$ cat config.mk
export PLATFORM = sky130hd
export DESIGN_NAME = lsu_mem_stage
export DESIGN_NICKNAME = d
export VERILOG_FILES = /design/src/rtl/lsu_pkg.sv /design/src/rtl/lsu_align.sv /design/src/rtl/lsu_mem_stage.sv
export SDC_FILE = /design/constraint.sdc
export NUM_CORES = 1
export LEC_CHECK = 0
export CAP_MARGIN = 40
export CORE_MARGIN = 5
export CORE_UTILIZATION = 40
export DETAILED_ROUTE_END_ITERATION = 10
export GPL_ROUTABILITY_DRIVEN = 0
export HOLD_SLACK_MARGIN = 0.06
export PLACE_DENSITY = 0.76
export SYNTH_ARGS = -nofsm -noshare
export SYNTH_HDL_FRONTEND = slang
export SYNTH_SLANG_ARGS = --single-unit
export TNS_END_PERCENT = 1
$ cat constraint.sdc
create_clock -name clk -period 7.12 [get_ports clk]
set_clock_uncertainty 0.2 [all_clocks]
set_input_delay 0.712 -clock clk [delete_from_list [all_inputs] [get_ports clk]]
set_output_delay 0.712 -clock clk [all_outputs]
set_load 0.01 [all_outputs]
$ cat src/rtl/lsu_pkg.sv
// Shared types and helpers for the load/store unit.
// Holds the FSM state enum, funct3 encodings and the alignment check.
package lsu_pkg;

    typedef enum logic [1:0] {
        IDLE = 2'd0,
        REQ  = 2'd1,
        WAIT = 2'd2,
        DONE = 2'd3
    } lsu_state_t;

    localparam logic [2:0] F3_B  = 3'b000;
    localparam logic [2:0] F3_H  = 3'b001;
    localparam logic [2:0] F3_W  = 3'b010;
    localparam logic [2:0] F3_BU = 3'b100;
    localparam logic [2:0] F3_HU = 3'b101;

    // Halves need an even address, words a 4-byte aligned one.
    function automatic logic is_misaligned(
        input logic [2:0] f3,
        input logic [1:0] addr_lo
    );
        logic m;
        m = 1'b0;
        case (f3)
            F3_H, F3_HU: m = addr_lo[0];
            F3_W:        m = (addr_lo != 2'b00);
            default:     m = 1'b0;
        endcase
        return m;
    endfunction

endpackage

$ cat src/rtl/lsu_align.sv
// Byte-lane alignment for the LSU: store replication + strobes,
// load lane select + extension. Purely combinational.
// Ports: st_* store side (live request), ld_* load side (latched
// funct3/addr_lo with the raw response word), *_o aligned results.
module lsu_align
    import lsu_pkg::*;
#(
    parameter int WIDTH  = 32,
    parameter int STRB_W = WIDTH / 8
) (
    input  logic [2:0]        st_funct3_i,
    input  logic [1:0]        st_addr_lo_i,
    input  logic [WIDTH-1:0]  st_wdata_i,
    output logic [WIDTH-1:0]  st_wdata_o,
    output logic [STRB_W-1:0] st_wstrb_o,
    input  logic [2:0]        ld_funct3_i,
    input  logic [1:0]        ld_addr_lo_i,
    input  logic [WIDTH-1:0]  ld_rdata_i,
    output logic [WIDTH-1:0]  ld_data_o
);

    logic [7:0]  ld_byte;
    logic [15:0] ld_half;

    always_comb begin
        st_wdata_o = '0;
        st_wstrb_o = '0;
        case (st_funct3_i)
            F3_B: begin
                st_wdata_o = {4{st_wdata_i[7:0]}};
                st_wstrb_o = 4'b0001 << st_addr_lo_i;
            end
            F3_H: begin
                st_wdata_o = {2{st_wdata_i[15:0]}};
                st_wstrb_o = 4'b0011 << st_addr_lo_i;
            end
            F3_W: begin
                st_wdata_o = st_wdata_i;
                st_wstrb_o = 4'b1111;
            end
            default: begin
                st_wdata_o = '0;
                st_wstrb_o = '0;
            end
        endcase
    end

    assign ld_byte = ld_rdata_i[{ld_addr_lo_i, 3'b000} +: 8];
    assign ld_half = ld_rdata_i[{ld_addr_lo_i[1], 4'b0000} +: 16];

    always_comb begin
        ld_data_o = '0;
        case (ld_funct3_i)
            F3_B:    ld_data_o = {{(WIDTH-8){ld_byte[7]}}, ld_byte};
            F3_H:    ld_data_o = {{(WIDTH-16){ld_half[15]}}, ld_half};
            F3_BU:   ld_data_o = {{(WIDTH-8){1'b0}}, ld_byte};
            F3_HU:   ld_data_o = {{(WIDTH-16){1'b0}}, ld_half};
            F3_W:    ld_data_o = ld_rdata_i;
            default: ld_data_o = '0;
        endcase
    end

endmodule

$ cat src/rtl/lsu_mem_stage.sv
// Load/store unit: one valid/ready memory access per load/store,
// stalling the core until it retires. Ports: core side (mem_read,
// mem_write, funct3, addr, wdata -> stall, done, fault, rdata) and
// memory side (req_* request channel, rsp_* response channel).
module lsu_mem_stage
    import lsu_pkg::*;
#(
    parameter int WIDTH  = 32,
    parameter int STRB_W = WIDTH / 8
) (
    input  logic              clk,
    input  logic              reset,
    input  logic              mem_read,
    input  logic              mem_write,
    input  logic [2:0]        funct3,
    input  logic [WIDTH-1:0]  addr,
    input  logic [WIDTH-1:0]  wdata,
    output logic              stall,
    output logic              done,
    output logic              fault,
    output logic [WIDTH-1:0]  rdata,
    output logic              req_valid,
    input  logic              req_ready,
    output logic              req_we,
    output logic [WIDTH-1:0]  req_addr,
    output logic [WIDTH-1:0]  req_wdata,
    output logic [STRB_W-1:0] req_wstrb,
    input  logic              rsp_valid,
    input  logic [WIDTH-1:0]  rsp_rdata
);

    lsu_state_t        state_q;
    logic              req_valid_q;
    logic              req_we_q;
    logic [WIDTH-1:0]  req_addr_q;
    logic [WIDTH-1:0]  req_wdata_q;
    logic [STRB_W-1:0] req_wstrb_q;
    logic [2:0]        f3_q;
    logic [1:0]        lo_q;
    logic              done_q;
    logic              fault_q;
    logic [WIDTH-1:0]  rdata_q;

    logic              access;
    logic              illegal;
    logic [WIDTH-1:0]  st_wdata;
    logic [STRB_W-1:0] st_wstrb;
    logic [WIDTH-1:0]  ld_data;

    assign access = mem_read | mem_write;

    always_comb begin
        illegal = 1'b0;
        if (mem_read && mem_write) begin
            illegal = 1'b1;
        end else if (mem_read &&
                     (funct3 == 3'b011 || funct3[2:1] == 2'b11)) begin
            illegal = 1'b1;
        end else if (mem_write && funct3 > F3_W) begin
            illegal = 1'b1;
        end else if (is_misaligned(funct3, addr[1:0])) begin
            illegal = 1'b1;
        end
    end

    lsu_align #(
        .WIDTH  (WIDTH),
        .STRB_W (STRB_W)
    ) u_align (
        .st_funct3_i  (funct3),
        .st_addr_lo_i (addr[1:0]),
        .st_wdata_i   (wdata),
        .st_wdata_o   (st_wdata),
        .st_wstrb_o   (st_wstrb),
        .ld_funct3_i  (f3_q),
        .ld_addr_lo_i (lo_q),
        .ld_rdata_i   (rsp_rdata),
        .ld_data_o    (ld_data)
    );

    always_ff @(posedge clk or posedge reset) begin
        if (reset) begin
            state_q     <= IDLE;
            req_valid_q <= 1'b0;
            req_we_q    <= 1'b0;
            req_addr_q  <= '0;
            req_wdata_q <= '0;
            req_wstrb_q <= '0;
            f3_q        <= '0;
            lo_q        <= '0;
            done_q      <= 1'b0;
            fault_q     <= 1'b0;
            rdata_q     <= '0;
        end else begin
            done_q <= 1'b0;
            case (state_q)
                IDLE: begin
                    if (access && illegal) begin
                        // Rejected without touching the bus.
                        done_q  <= 1'b1;
                        fault_q <= 1'b1;
                        state_q <= DONE;
                    end else if (access) begin
                        req_valid_q <= 1'b1;
                        req_we_q    <= mem_write;
                        req_addr_q  <= {addr[WIDTH-1:2], 2'b00};
                        req_wdata_q <= mem_write ? st_wdata : '0;
                        req_wstrb_q <= mem_write ? st_wstrb : '0;
                        f3_q        <= funct3;
                        lo_q        <= addr[1:0];
                        fault_q     <= 1'b0;
                        state_q     <= REQ;
                    end
                end
                REQ: begin
                    if (req_ready) begin
                        req_valid_q <= 1'b0;
                        state_q     <= WAIT;
                    end
                end
                WAIT: begin
                    if (rsp_valid) begin
                        if (!req_we_q) begin
                            rdata_q <= ld_data;
                        end
                        done_q  <= 1'b1;
                        fault_q <= 1'b0;
                        state_q <= DONE;
                    end
                end
                DONE: begin
                    // Core moves on this edge, so no re-issue check needed.
                    fault_q <= 1'b0;
                    state_q <= IDLE;
                end
                default: state_q <= IDLE;
            endcase
        end
    end

    assign stall     = access && (state_q != DONE);
    assign done      = done_q;
    assign fault     = fault_q;
    assign rdata     = rdata_q;
    assign req_valid = req_valid_q;
    assign req_we    = req_we_q;
    assign req_addr  = req_addr_q;
    assign req_wdata = req_wdata_q;
    assign req_wstrb = req_wstrb_q;

endmodule

==> results.cfg <==
[pwr]
p_clk_share_pct = 17.5
ir_drop_uv = 233.5
leakagePower_uw = 0.003107
seq_power_share_pct = 36.2
internal-power_uw = 1918
switching_share_pct = 33.93
pwr-share-comb_pct = 46.2
switchingPower_uw = 985.2
power_density_mw_per_mm2 = 386.9

[run]
cap_violations = 0

[worst_setup_path]
crit_chain = clkdlybuf4s50_1 > nor2b_1 > a222oi_1 > o21ai_2 > or3b_1 > buf_16 > a22o_1
critPathArrivalTime_ps = 3710
crit_type = primary input to flip-flop
startpoint_type = primary input
crit_slowest_cell = clkdlybuf4s50_1
crit_fanout = 24
cp_top_family = simple AND/OR/NAND/NOR gates
endpoint_kind = flip-flop
path_buf_inv = 2
required_ps = 7160
slowest_delay_ps = 780

[clock_network]
cts_buffers = 9
clkSinkCount = 109
htreeDepth = 3
clockRootBuffer = clkbuf_16
cts_tree = done
ctsLongestPathBuffers = 2
postCtsSetupRepairBufs = 0
path_clk_slew_ps = 70
cts_resized = 0
holdBufCountCts = 0
clk_latency_ps = 350

[timing]
setup_violations = 0
setup_tns_ps = 0
period_share_pct = 51.57
relSlewSlack_pct = 40.91
tightest_slew_ps = 878.9
maxSlewViolCount = 0
final.min_clock_period_ps = 3672
hold_viol = 0
rsz0062_at_grt = false
fmax_mhz = 272.3

[drt]
route.detailed.drc = 0
drt-initial-drc-count = 300
wl_per_cell_um = 18.41
wirelength_mm = 15.26
vias = 4420
postRouteAntennaNets = 0
vias_per_cell = 5.332
drtPass1Iterations = 8

[synth]
syn_inst = 460
yosysUniqueCellTypes = 43
synth-seq-cells = 109
synth-simple-area-share_pct = 8.692
synth_compound_gate_area_share_pct = 21.02
synth_adder_area_share_pct = 0.9963
synth_area_mm2 = 0.005024
yosysSeqAreaShare_pct = 54.30
synth_xor_area_share_pct = 0
synth_warnings = 0
yosys-mux-area-fraction_pct = 10.86
synth_top_family_by_area = compound AO/OA/AOI/OAI gates
syn_area_per_cell_um2 = 10.92

[placement]
place_hpwl_mm = 11.36
placed_cell_area_mm2 = 0.007204
port_buffers = 207

[grt]
grt_max_degree = 66
antenna_found_initial = 0
grt_pass1_wl_mm = 23.59
grt_overflow = 0
grt_pass1_vias = 4631
grt_usage_pct = 20.13

[cells_and_area]
drive_above_1_share_pct = 10.81
final_core_util_pct = 60.20
fill_cells = 1005
design_area_mm2 = 0.007505
n_antenna_cell = 0
layout_common_cells = 207 x clkdlybuf4s50_1, 109 x dfrtp_1, 54 x nand2_1
final_common_cell = clkdlybuf4s50_1
nets = 761
areaGrowthSynthToFinish_pct = 49.39

[floorplanning]
core-area_mm2 = 0.01247
initial_core_util_pct = 40.30
fp-row-count = 41
die_h_um = 122.1
die_x_um = 122.1
die_area_mm2 = 0.01490
pin_count = 210

[min_path]
hp-class = flip-flop to flip-flop

[run_status]
run_status = finished clean
## metrics by stage
step,std cells,setup WS [ps],power [uW],hold WS (ps)
floorplan,461,3334,1698,313.4
global placement,811,2971,2352,263.3
detailed placement,813,3151,2404,270.6
CTS,829,3509,2925,286.4
global route,829,3184,3071,307.4
finish,829,3448,2904,286.2
## worst register-to-register path, cell delays in order (launching register included)
cell and delay (ps):
dfrtp_1 460, nor2b_1 670, o31ai_1 350, a222oi_1 460
o21ai_0 150
## Yosys cell counts, drive strengths merged
| library cell | count | share of area (%) |
|---|---|---|
| nand3 | 1 | 0.10 |
| dfrtp | 109 | 54 |
| o221a | 1 | 0.22 |
| nand2b | 2 | 0.25 |
| and2 | 2 | 0.25 |
| a21oi | 48 | 4.8 |
| mux2i | 5 | 1.0 |
| o21ai | 53 | 5.4 |
| nor2b | 10 | 1.2 |
| nor3b | 1 | 0.37 |
| mux2 | 42 | 9.4 |
| conb | 1 | 0.075 |
| mux4 | 1 | 0.45 |
| a21boi | 1 | 0.15 |
| a22o | 25 | 4.4 |
| or4b | 1 | 0.20 |
| a21o | 4 | 0.60 |
| buf | 16 | 2.3 |
| inv | 7 | 0.52 |
| nor3 | 4 | 0.50 |
| o31a | 1 | 0.17 |
| or3b | 1 | 0.17 |
| clkbuf | 17 | 1.3 |
| a31oi | 1 | 0.12 |
| o211ai | 1 | 0.15 |
| nand3b | 1 | 0.15 |
| o31ai | 3 | 0.45 |
| o2bb2ai | 11 | 1.9 |
| nor2 | 14 | 1.0 |
| nand2 | 54 | 4.0 |
| a222oi | 5 | 1.0 |
| or3 | 1 | 0.12 |
| or2 | 2 | 0.25 |
| a2bb2oi | 3 | 0.52 |
| a221oi | 7 | 1.2 |
| ha | 4 | 1.0 |
## logic make-up (layout without fill, tap and decap cells)
logic type,after synthesis,in the layout
simple gates,94,94
other cells,1,2
mux,48,48
fa+ha+maj,4,4
buf+inv,40,236
compound gates,164,164
flops,109,109
## worst paths after layout
check	startpoint	end	slack (ps)	depth (start not counted)
max	funct3[0]	req_wdata[0]$_DFFE_PP0P_	3450	7
min reg2reg	rdata[28]$_DFFE_PP0P_	rdata[28]$_DFFE_PP0P_	290	2
max in group asynchronous	reset	state_q[0]$_DFFE_PP0P_	4890	3
min in group asynchronous	reset	req_addr[18]$_DFFE_PP0P_	570	2
max reg2reg	f3_q[0]$_DFFE_PP0P_	rdata[1]$_DFFE_PP0P_	4690	4
min	rdata[28]$_DFFE_PP0P_	rdata[28]$_DFFE_PP0P_	290	2
## cell type report
class                   instances  area [um2]  share of cell area (%)
flip-flops and latches        109        2728                   36.35
repair buffers                213        2137                   28.48
multi-input cells             312        2096                   27.93
clock buffers                  10       239.0                   3.184
well taps                     172       215.2                   2.868
clock inverters                 6       61.31                  0.8169
inverters                       7       28.78                  0.3835
## registers in the layout (all words and copies together), names as in the netlist
name       flops
rdata         32
state_q        2
lo_q           2
done           1
req_wstrb      4
req_valid      1
fault          1
req_wdata     32
req_we         1
req_addr      30
f3_q           3
## layer usage
metal / vias up / part of all wire [%] / track usage (%)
li1: 2056 / - / -
met1: 2121 / 40 / 25.13
met2: 206 / 48 / 32.49
met3: 37 / 8.8 / 6.128
met4: 0 / 2.8 / 8.537
met5: - / 0 / 0
## power groups by stage
| stage | Sequential [uW] | Clock, uW | Combinational, uW |
|---|---|---|---|
| CTS | 1050 | 521 | 1350 |
| global route | 1080 | 540 | 1450 |
| global placement | 1050 | 0 | 1300 |
| detailed placement | 1060 | 0 | 1350 |
| floorplan | 1130 | 0 | 571 |
| finish | 1050 | 509 | 1340 |
No activity file was read; power rests on OpenSTA's default activity.
==> RTL edit: new RTL, same flow settings <==
Register the output `fault` once more, cleared by the reset; this adds one clock of latency there. The other outputs are not delayed to match.
--- a/src/rtl/lsu_mem_stage.sv
+++ b/src/rtl/lsu_mem_stage.sv
@@ -141,5 +141,11 @@
     assign stall     = access && (state_q != DONE);
     assign done      = done_q;
-    assign fault     = fault_q;
+    always_ff @(posedge clk or posedge reset) begin
+        if (reset) begin
+            fault <= '0;
+        end else begin
+            fault <= fault_q;
+        end
+    end
     assign rdata     = rdata_q;
     assign req_valid = req_valid_q;
Function: changed (a bounded check fails within 4 cycles, from zero or initial values and one cycle with reset high).
==> RTL edit against the original RTL <==
  * Non-clock buffer count rose by 3
  * Final area up 1.0%
  * Area after synthesis grew 0.90%
  * Critical path type unchanged
  * Cell count rose by 0.48%
  * Total power is 2.4% higher
  * Sequential cell count grew 1
  * Wire length up 1.2%
  * Count of clock-buffer cells in the layout unchanged
  * Setup slack got worse by 0.31 ns
  * Die area is 0.82% higher
==> RTL edit: results (changes against the original RTL) <==
GRT
  • Total GRT Usage: 0.205 (+0.00361)
  • GR Util met3: 0.0714 (+0.0101)
  • Met1 capacity usage during global routing: 0.267 (+0.0153)
  • Initial antenna violation count: 0 (unchanged)
  • Largest net degree at the start of global routing: 65 (-1.5%)
  • Met2 Usage GRT: 0.325 (+0.000387)
  • Number of global-route vias before repair: 4550 (-1.7%)
  • First-pass GRT wire length: 23900 microns (+1.4%)

Power and ir drop
  • Internal power: 1.97 mW (+2.5%)
  • P_leak: 3.23 nW (+4.0%)
  • Worst VDD drop: 0.166 mV (-29%)

Yosys
  • Register area share after synthesis: 0.543 (about the same)
  • Top-area cell type share of the netlist area: 0.543 (about the same)
  • Syn Area/Cell: 11.0 sq um (+0.46%)
  • Commonest cells in the netlist: dfrtp_1, nand2_1, a22o_1, o21ai_0, mux2_2
  • Distinct cells, synth: 40 (-7.0%)
  • Top cells by area, synth: dfrtp_1, mux2_2, a22o_1, nand2_1, o21ai_0

STA
  • Slew headroom: 0.361 (-0.0478)
  • Final Hold Slack: 0.183 ns (-0.103 ns)

Route
  • DR iter-0 viols: 442 (+47%)
  • Via density: 5.45 (+2.2%)
  • Drt total wl: 15400 microns (+1.2%)
  • DRT Pass-1 Iters: 6 (-2)

Finish
  • Finished Layout Cells: 833 (+0.48%)
  • Layout cells sized above 1: 0.0998 (-0.00822)
  • # nets final: 765 (+0.53%)
  • Fill count: 1089 (+8.4%)

Hold path
  • WHS Path Cells: 0 (-2)
  • HP Start: fault_q
  • HP Class: register to register
  • Hold EP: fault

Worst setup path
  • Reg2reg start: state_q[0]
  • Crit-path max FO: 30 (+25%)
  • Reg-to-Reg End: rdata[26]
  • Largest stage delay on the critical path: 1.10 ns (+0.32 ns)
  • Crit path DAT: 4.00 ns (+0.29 ns)
  • R2R setup slack: 4.23 ns (-0.46 ns)
  • R2R cell count: 10 (+6)

Clocking
  • Post-CTS Resized: 0 (unchanged)
  • Worst-path clk slew: 0.07 ns (about the same)
  • CTS H-tree lvls: 3 (unchanged)
  • Inserted Clock Buffers: 9 (unchanged)
  • Clk_lat worst skew: 0.34 ns
  • Clock root buffer: clkbuf_16

Placed design
  • IO Port Bufs: 207 (unchanged)
  • Hpwl dp: 11600 microns (+2.4%)
  • Setup WS pre-CTS: 2.85 ns (-0.302 ns)
  • Placed cells: 817 (+0.49%)

Outcome
  • Status: finished clean
==> RTL edit: layer usage <==
metal	share of wire	up-vias
met2	0.46	266
met3	0.11	28
met1	0.42	2180
met5	0	-
li1	-	2064
met4	0.018	0
==> RTL edit: power by group through the flow <==
stage | Combinational [mW] | Sequential, mW | Clock, mW
2_1_floorplan | 0.579 | 1.15 | 0
3_3_place_gp | 1.35 | 1.07 | 0
3_5_place_dp | 1.40 | 1.07 | 0
4_1_cts | 1.40 | 1.07 | 0.524
5_1_grt | 1.49 | 1.10 | 0.556
6_report | 1.39 | 1.07 | 0.516
==> RTL edit: how the worst max path moves through the flow <==
stage | start | end | slack [ns] | cells past startpoint
after floorplan | reset | done | 3.31 | 1
after global placement | funct3[1] | req_wdata[31] | 2.82 | 6
after detailed placement | funct3[1] | req_wdata[13] | 2.85 | 7
after CTS | funct3[1] | req_wdata[13] | 3.20 | 7
after global routing | funct3[1] | req_wdata[31] | 2.98 | 7
final | funct3[1] | req_wdata[28] | 3.14 | 7
==> RTL edit: area by class of cell <==
cell class,count,share of cell area
Timing Repair Buffer,216,0.285
Multi-Input combinational cell,310,0.278
Clock buffer,10,0.0315
Inverter,9,0.00479
Sequential cell,110,0.363
Tap cell,172,0.0284
Clock inverter,6,0.00924
==> RTL edit: logic make-up after synthesis <==
family / after synthesis / synth area share
compound gates: 152 / 0.206
fa+ha+maj: 4 / 0.00987
buf+inv: 43 / 0.0415
flops: 110 / 0.543
mux: 45 / 0.102
other cells: 1 / 0.000740
simple gates: 107 / 0.0960
==> RTL edit: metrics by stage <==
step                instance area [sq um]  total power, mW
floorplan                            5070             1.73
global placement                     7220             2.42
detailed placement                   7270             2.47
CTS                                  7580             2.99
global route                         7580             3.15
finish                               7580             2.97
==> RTL edit: worst max-delay path: cells and delay by family <==
family	cells	cell delay (ns)
buffers and inverters	2	1.39
and+or+nand+nor	2	1.04
AOI/OAI and AO/OA	3	0.86
